**src/rtl/icache_fill.sv**
```systemverilog
// Direct-mapped instruction cache with a word-serial line fill from backing memory.
// Lookups are combinational; a miss stalls fetch until the whole line is written back.
module icache_fill #(
  parameter int LINES = 16,
  parameter int WORDS = 8
) (
  input  logic        CLK,
  input  logic        RST,
  input  logic [31:0] PC,
  input  logic        FETCH_EN,
  input  logic        INVALIDATE,
  output logic [31:0] INSTR,
  output logic        INSTR_VALID,
  output logic        STALL,
  output logic        MEM_REQ,
  output logic [31:0] MEM_ADDR,
  input  logic        MEM_ACK,
  input  logic [31:0] MEM_RDATA,
  output logic [15:0] HIT_CNT,
  output logic [15:0] MISS_CNT
);
  localparam int OFF_W = $clog2(WORDS);
  localparam int IDX_W = $clog2(LINES);
  localparam int TAG_W = 30 - OFF_W - IDX_W;

  typedef enum logic [1:0] {IDLE, FILL, RESTART} state_t;

  state_t state, state_nxt;

  logic [31:0]      data_mem [LINES*WORDS];
  logic [TAG_W-1:0] tag_mem  [LINES];
  logic [LINES-1:0] valid;
  logic [TAG_W-1:0] miss_tag;
  logic [IDX_W-1:0] miss_idx;
  logic [OFF_W-1:0] cnt;
  logic             inv_pend;
  logic [15:0]      hit_cnt, miss_cnt;

  logic [OFF_W-1:0] pc_off;
  logic [IDX_W-1:0] pc_idx;
  logic [TAG_W-1:0] pc_tag;
  logic             hit, miss, ack, last;
  logic             unused_pc;

  function automatic logic [15:0] sat_inc(input logic [15:0] v);
    return (v == 16'hFFFF) ? v : v + 16'd1;
  endfunction

  assign pc_off    = PC[2 +: OFF_W];
  assign pc_idx    = PC[2+OFF_W +: IDX_W];
  assign pc_tag    = PC[31 -: TAG_W];
  assign unused_pc = ^PC[1:0];

  assign hit  = (state == IDLE) && FETCH_EN && valid[pc_idx] && (tag_mem[pc_idx] == pc_tag);
  assign miss = (state == IDLE) && FETCH_EN && !hit;
  assign ack  = (state == FILL) && MEM_ACK;
  assign last = ack && (cnt == OFF_W'(WORDS - 1));

  assign INSTR    = data_mem[{pc_idx, pc_off}];
  assign HIT_CNT  = hit_cnt;
  assign MISS_CNT = miss_cnt;

  always_comb begin
    state_nxt   = state;
    INSTR_VALID = 1'b0;
    STALL       = 1'b0;
    MEM_REQ     = 1'b0;
    MEM_ADDR    = 32'd0;
    case (state)
      IDLE: begin
        INSTR_VALID = hit;
        STALL       = miss;
        if (miss) state_nxt = FILL;
      end
      FILL: begin
        STALL    = 1'b1;
        MEM_REQ  = 1'b1;
        MEM_ADDR = {miss_tag, miss_idx, cnt, 2'b00};
        if (last) state_nxt = RESTART;
      end
      RESTART: begin
        STALL     = 1'b1;
        state_nxt = IDLE;
      end
      default: state_nxt = IDLE;
    endcase
  end

  // Control state: FSM, valid bits, fill counter, pending invalidate, statistics
  always_ff @(posedge CLK) begin
    if (RST) begin
      state    <= IDLE;
      valid    <= '0;
      cnt      <= '0;
      inv_pend <= 1'b0;
      hit_cnt  <= 16'd0;
      miss_cnt <= 16'd0;
    end else begin
      state <= state_nxt;
      if (hit) hit_cnt <= sat_inc(hit_cnt);
      if (miss) begin
        miss_cnt <= sat_inc(miss_cnt);
        cnt      <= '0;
      end
      if (ack) cnt <= cnt + 1'b1;
      // A deferred invalidate lands on the RESTART->IDLE edge, wiping the fresh line too
      if ((state == IDLE) && INVALIDATE)
        valid <= '0;
      else if ((state == RESTART) && (inv_pend || INVALIDATE))
        valid <= '0;
      else if (last)
        valid[miss_idx] <= 1'b1;
      if (state == RESTART)
        inv_pend <= 1'b0;
      else if ((state == FILL) && INVALIDATE)
        inv_pend <= 1'b1;
    end
  end

  // Storage: data/tag arrays and the latched miss address carry no reset
  always_ff @(posedge CLK) begin
    if (miss) begin
      miss_tag <= pc_tag;
      miss_idx <= pc_idx;
    end
    if (!RST && ack) data_mem[{miss_idx, cnt}] <= MEM_RDATA;
    if (!RST && last) tag_mem[miss_idx] <= miss_tag;
  end
endmodule

```
**config.mk**
```make
export PLATFORM = sky130hd
export DESIGN_NAME = icache_fill
export DESIGN_NICKNAME = d
export VERILOG_FILES = /design/src/rtl/icache_fill.sv
export SDC_FILE = /design/constraint.sdc
export NUM_CORES = 2
export LEC_CHECK = 0
export CORE_MARGIN = 1.5
export CORE_UTILIZATION = 60
export DETAILED_ROUTE_END_ITERATION = 10
export MAX_ROUTING_LAYER = met4
export PLACE_DENSITY = 0.75
export SYNTH_ARGS = -nofsm -noshare
export SYNTH_HDL_FRONTEND = slang
export SYNTH_MEMORY_MAX_BITS = 65536
export SYNTH_SLANG_ARGS = --single-unit
```
**constraint.sdc**
```tcl
create_clock -name CLK -period 5.22 [get_ports CLK]
set_input_delay 0.522 -clock CLK [delete_from_list [all_inputs] [get_ports CLK]]
set_output_delay 0.522 -clock CLK [all_outputs]
set_load 0.005 [all_outputs]
```
==> summary.txt <==
Routing
  – Via density: 7.00
  – Total number of vias: 82300
  – Drt first-iter violations: ~13000
  – Antenna Violating Nets Remaining: 0
  – Routed wl met2: 218000 um
  – WL/cell: 37.6 um
  – Residual DRC: 0
  – Post-Route WL: 442000 um
  – Metal3 WL: 55100 um
  – DR pass1 iterations: 7
  – Top sig layer: met4
  – Met1 wire length: 152000 um

Min path
  – Worst hold path stage count: 1
  – Hold Path Sink: data_mem[72][21]
  – HP Start: MEM_RDATA[21]
  – HP Class: in2reg

Timing
  – TNS Setup: 0 ps
  – Fmax achieved: roughly 0.20 GHz
  – Final setup fails: 0
  – Max_slew headroom: approximately 6%
  – Clock period minus worst slack: 4950 ps
  – RSZ-0062 raised after global routing: false
  – Setup WS post-layout: about 270 ps
  – Slew Viols, Final: 0
  – Max Clock Skew: between 20 and 30 ps
  – Worst Tran Pin Value: roughly 1400 ps
  – Tcrit/Tclk final: 94.8%
  – Final hold viol count: 0

Global routing
  – Number of global-route vias before repair: approximately 84000
  – Total track usage: between 30% and 40%
  – Largest net degree at the start of global routing: 119
  – First-pass GRT wire length: 624000 um
  – Grt total ovfl: 0
  – Antenna violations before repair: 40

Power
  – Maximum vdd drop: 0.000387 V
  – Power Dens Cells: 379 nW/um2
  – Leak: 60.6 nW

Worst setup path
  – CP Class: reg2out
  – Crit path DAT: around 4400 ps
  – CP required: 4700 ps
  – R2r setup slk: 1370 ps
  – CP Max Fanout: 6
  – Reg2Reg Launch Point: tag_mem[3][7]
  – CP Capture Type: output port
  – Worst Reg2Reg Path Length in Cells: 12
  – FF-to-FF End: MISS_CNT[6]
  – CP Launch Type: flop

Floorplan
  – Core area: 288000 um2
  – FP Rows: 197
  – Chip height: 541 um
  – Io pins: 168
  – Die X: 541 um
  – Die ar.: between 200000 and 300000 um2
  – Initial Utilization: 60.3%

Placed design
  – IO buf count: 163
  – Post-place setup slack: 390 ps
  – Cells after DPL: 11000
  – Gpl congestion: 0.920
  – Dpl hpwl: around 240000 um

Synth
  – EDFF count, synth: about 4500
  – Top cells by area, synth: edfxtp_1 78%, mux4_2 19%, dfxtp_1 0.62%, clkbuf_1 0.58%, nor2_1 0.43%
  – Synthesis Warnings: 0
  – Cell taking the most area after synthesis: edfxtp_1
  – Share of the yosys chip area belonging to registers: 78.3%
  – Top FF cell, synth: edfxtp_1
  – Syn Inst Count: around 7000
  – Area share of the largest cell type after synthesis: 77.7%
  – Mapped cell area: 174000 um2
  – Post-synthesis async set-or-reset flop share: 0%
  – Syn_area_per_cell: 24.7 um2
  – Netlist cell types: 56
  – FF+latch count, synth: 4545

Clock tree
  – Cts bufs inserted: 422
  – H-tree depth: 5
  – CTS tree: built
  – PostCTS Resize Cnt: 0
  – Root buffer selected by CTS: clkbuf_16
  – Max clock buf depth: 4
  – Clk Latency, worst-skew pair: 930 ps
  – Clock-pin transition on the worst setup and hold timing paths: about 60 ps
  – Sink Count: 4545

Cells and area
  – Layout Cells excl Fill: 11700
  – Area delta synth->final: 13.3%
  – Most common cell after layout, fill and taps aside: edfxtp_1
  – Most frequent cells in the layout: 4491 x edfxtp_1, 1437 x mux4_2, 429 x clkbuf_16
  – FILL cells: 16300
  – # nets final: roughly 7700
  – Share of layout cells above drive strength 1: 32.6%

Outcome
  – Status: complete, no violations

Flow run
  – # Max-Cap Violations: 0
[worst max-delay path by stage]
stage,startpoint,end,slack (ps),depth (start not counted)
4_1_cts,tag_mem[1][7],STALL,40,11
3_5_place_dp,PC[5],STALL,390,12
2_1_floorplan,PC[7],STALL,1100,14
6_report,tag_mem[3][7],STALL,270,12
3_3_place_gp,PC[5],STALL,400,12
5_1_grt,tag_mem[1][7],STALL,110,12
[worst max-delay path, cell delays in order, from the launching register on]
cell and delay, ps:
edfxtp_1 370, mux4_2 500, nor3b_1 170, a311oi_1 370, a211oi_1 150, or4_4 600
a2111oi_4 290, buf_4 240, a21o_1 160, inv_1 60, nor2_1 90, nor2_1 70
clkdlybuf4s50_1 450
[sequential cells by signal, summed over array words and instances, names as in the netlist]
| register | cells |
|---|---|
| data_mem | 4096 |
| miss_idx | 4 |
| inv_pend | 1 |
| MISS_CNT | 16 |
| HIT_CNT | 16 |
| valid | 16 |
| miss_tag | 23 |
| tag_mem | 368 |
| cnt | 3 |
| state | 2 |
[cell usage after synthesis, drive strengths merged, types with 5 or more instances]
master	n
a21oi	32
a31oi	10
and2	33
and3	8
buf	106
clkbuf	268
dfxtp	54
edfxtp	4491
ha	8
inv	12
mux2	16
mux2i	28
mux4	1437
nand2	134
nand3	35
nand4	8
nor2	198
nor2b	14
nor3	9
o21ai	11
o22ai	5
o31ai	15
or3	7
or4	18
xnor2	22
xor2	14
[cells by family (layout without fill, tap and decap cells)]
group	Yosys count	in the layout	share of synthesized area, %
fa+ha+maj	8	8	0.0577
buf+inv	386	1298	0.900
compound gates	99	99	0.376
flops	4545	4545	78.3
other cells	1	21	0.00216
xor+xnor	36	36	0.182
simple gates	477	477	1.24
mux	1481	1481	18.9
[layer usage]
| layer | vias to the layer above | global-route usage [%] |
|---|---|---|
| li1 | 31600 | - |
| met1 | 43800 | 41.4 |
| met2 | 6006 | 49.1 |
| met3 | 890 | 7.43 |
| met4 | 0 | 10.9 |
| met5 | - | - |
[layout make-up]
| cell class | instances | area, um2 | share of cell area (%) |
|---|---|---|---|
| diodes | 19 | 47.5 | 0.0242 |
| multi-input cells | 2103 | 37100 | 18.9 |
| clock inverters | 239 | 2270 | 1.16 |
| well taps | 3781 | 4730 | 2.41 |
| inverters | 12 | 45.0 | 0.0229 |
| clock buffers | 525 | 11100 | 5.65 |
| repair buffers | 522 | 5320 | 2.70 |
| flip-flops and latches | 4545 | 136000 | 69.1 |
[per-stage QoR]
step	hold WS [ps]	instance area (um2)	total power, W	utilization, %
finish	46.0	197000	0.0745	68.3
detailed placement	467	183000	0.0447	63.6
floorplan	432	174000	0.0429	-
global placement	442	183000	0.0446	63.6
global route	39.4	197000	0.0760	68.3
CTS	7.52	197000	0.0746	68.3
[power by group]
part / internal, W / total [W] / switching, W
sequential: 0.0401 / 0.0402 / 0.0000725
clock: 0.0172 / 0.0304 / 0.0132
combinational: 0.00159 / 0.00387 / 0.00228
total: 0.0589 / 0.0745 / 0.0156
[repair_timing]
action	4_1_cts	5_1_grt
hold buffers	2	0
endpoints found under the hold margin	17	0
endpoints found under the setup margin	0	1
setup buffers	0	2
Power figures use the tool's default switching activity.
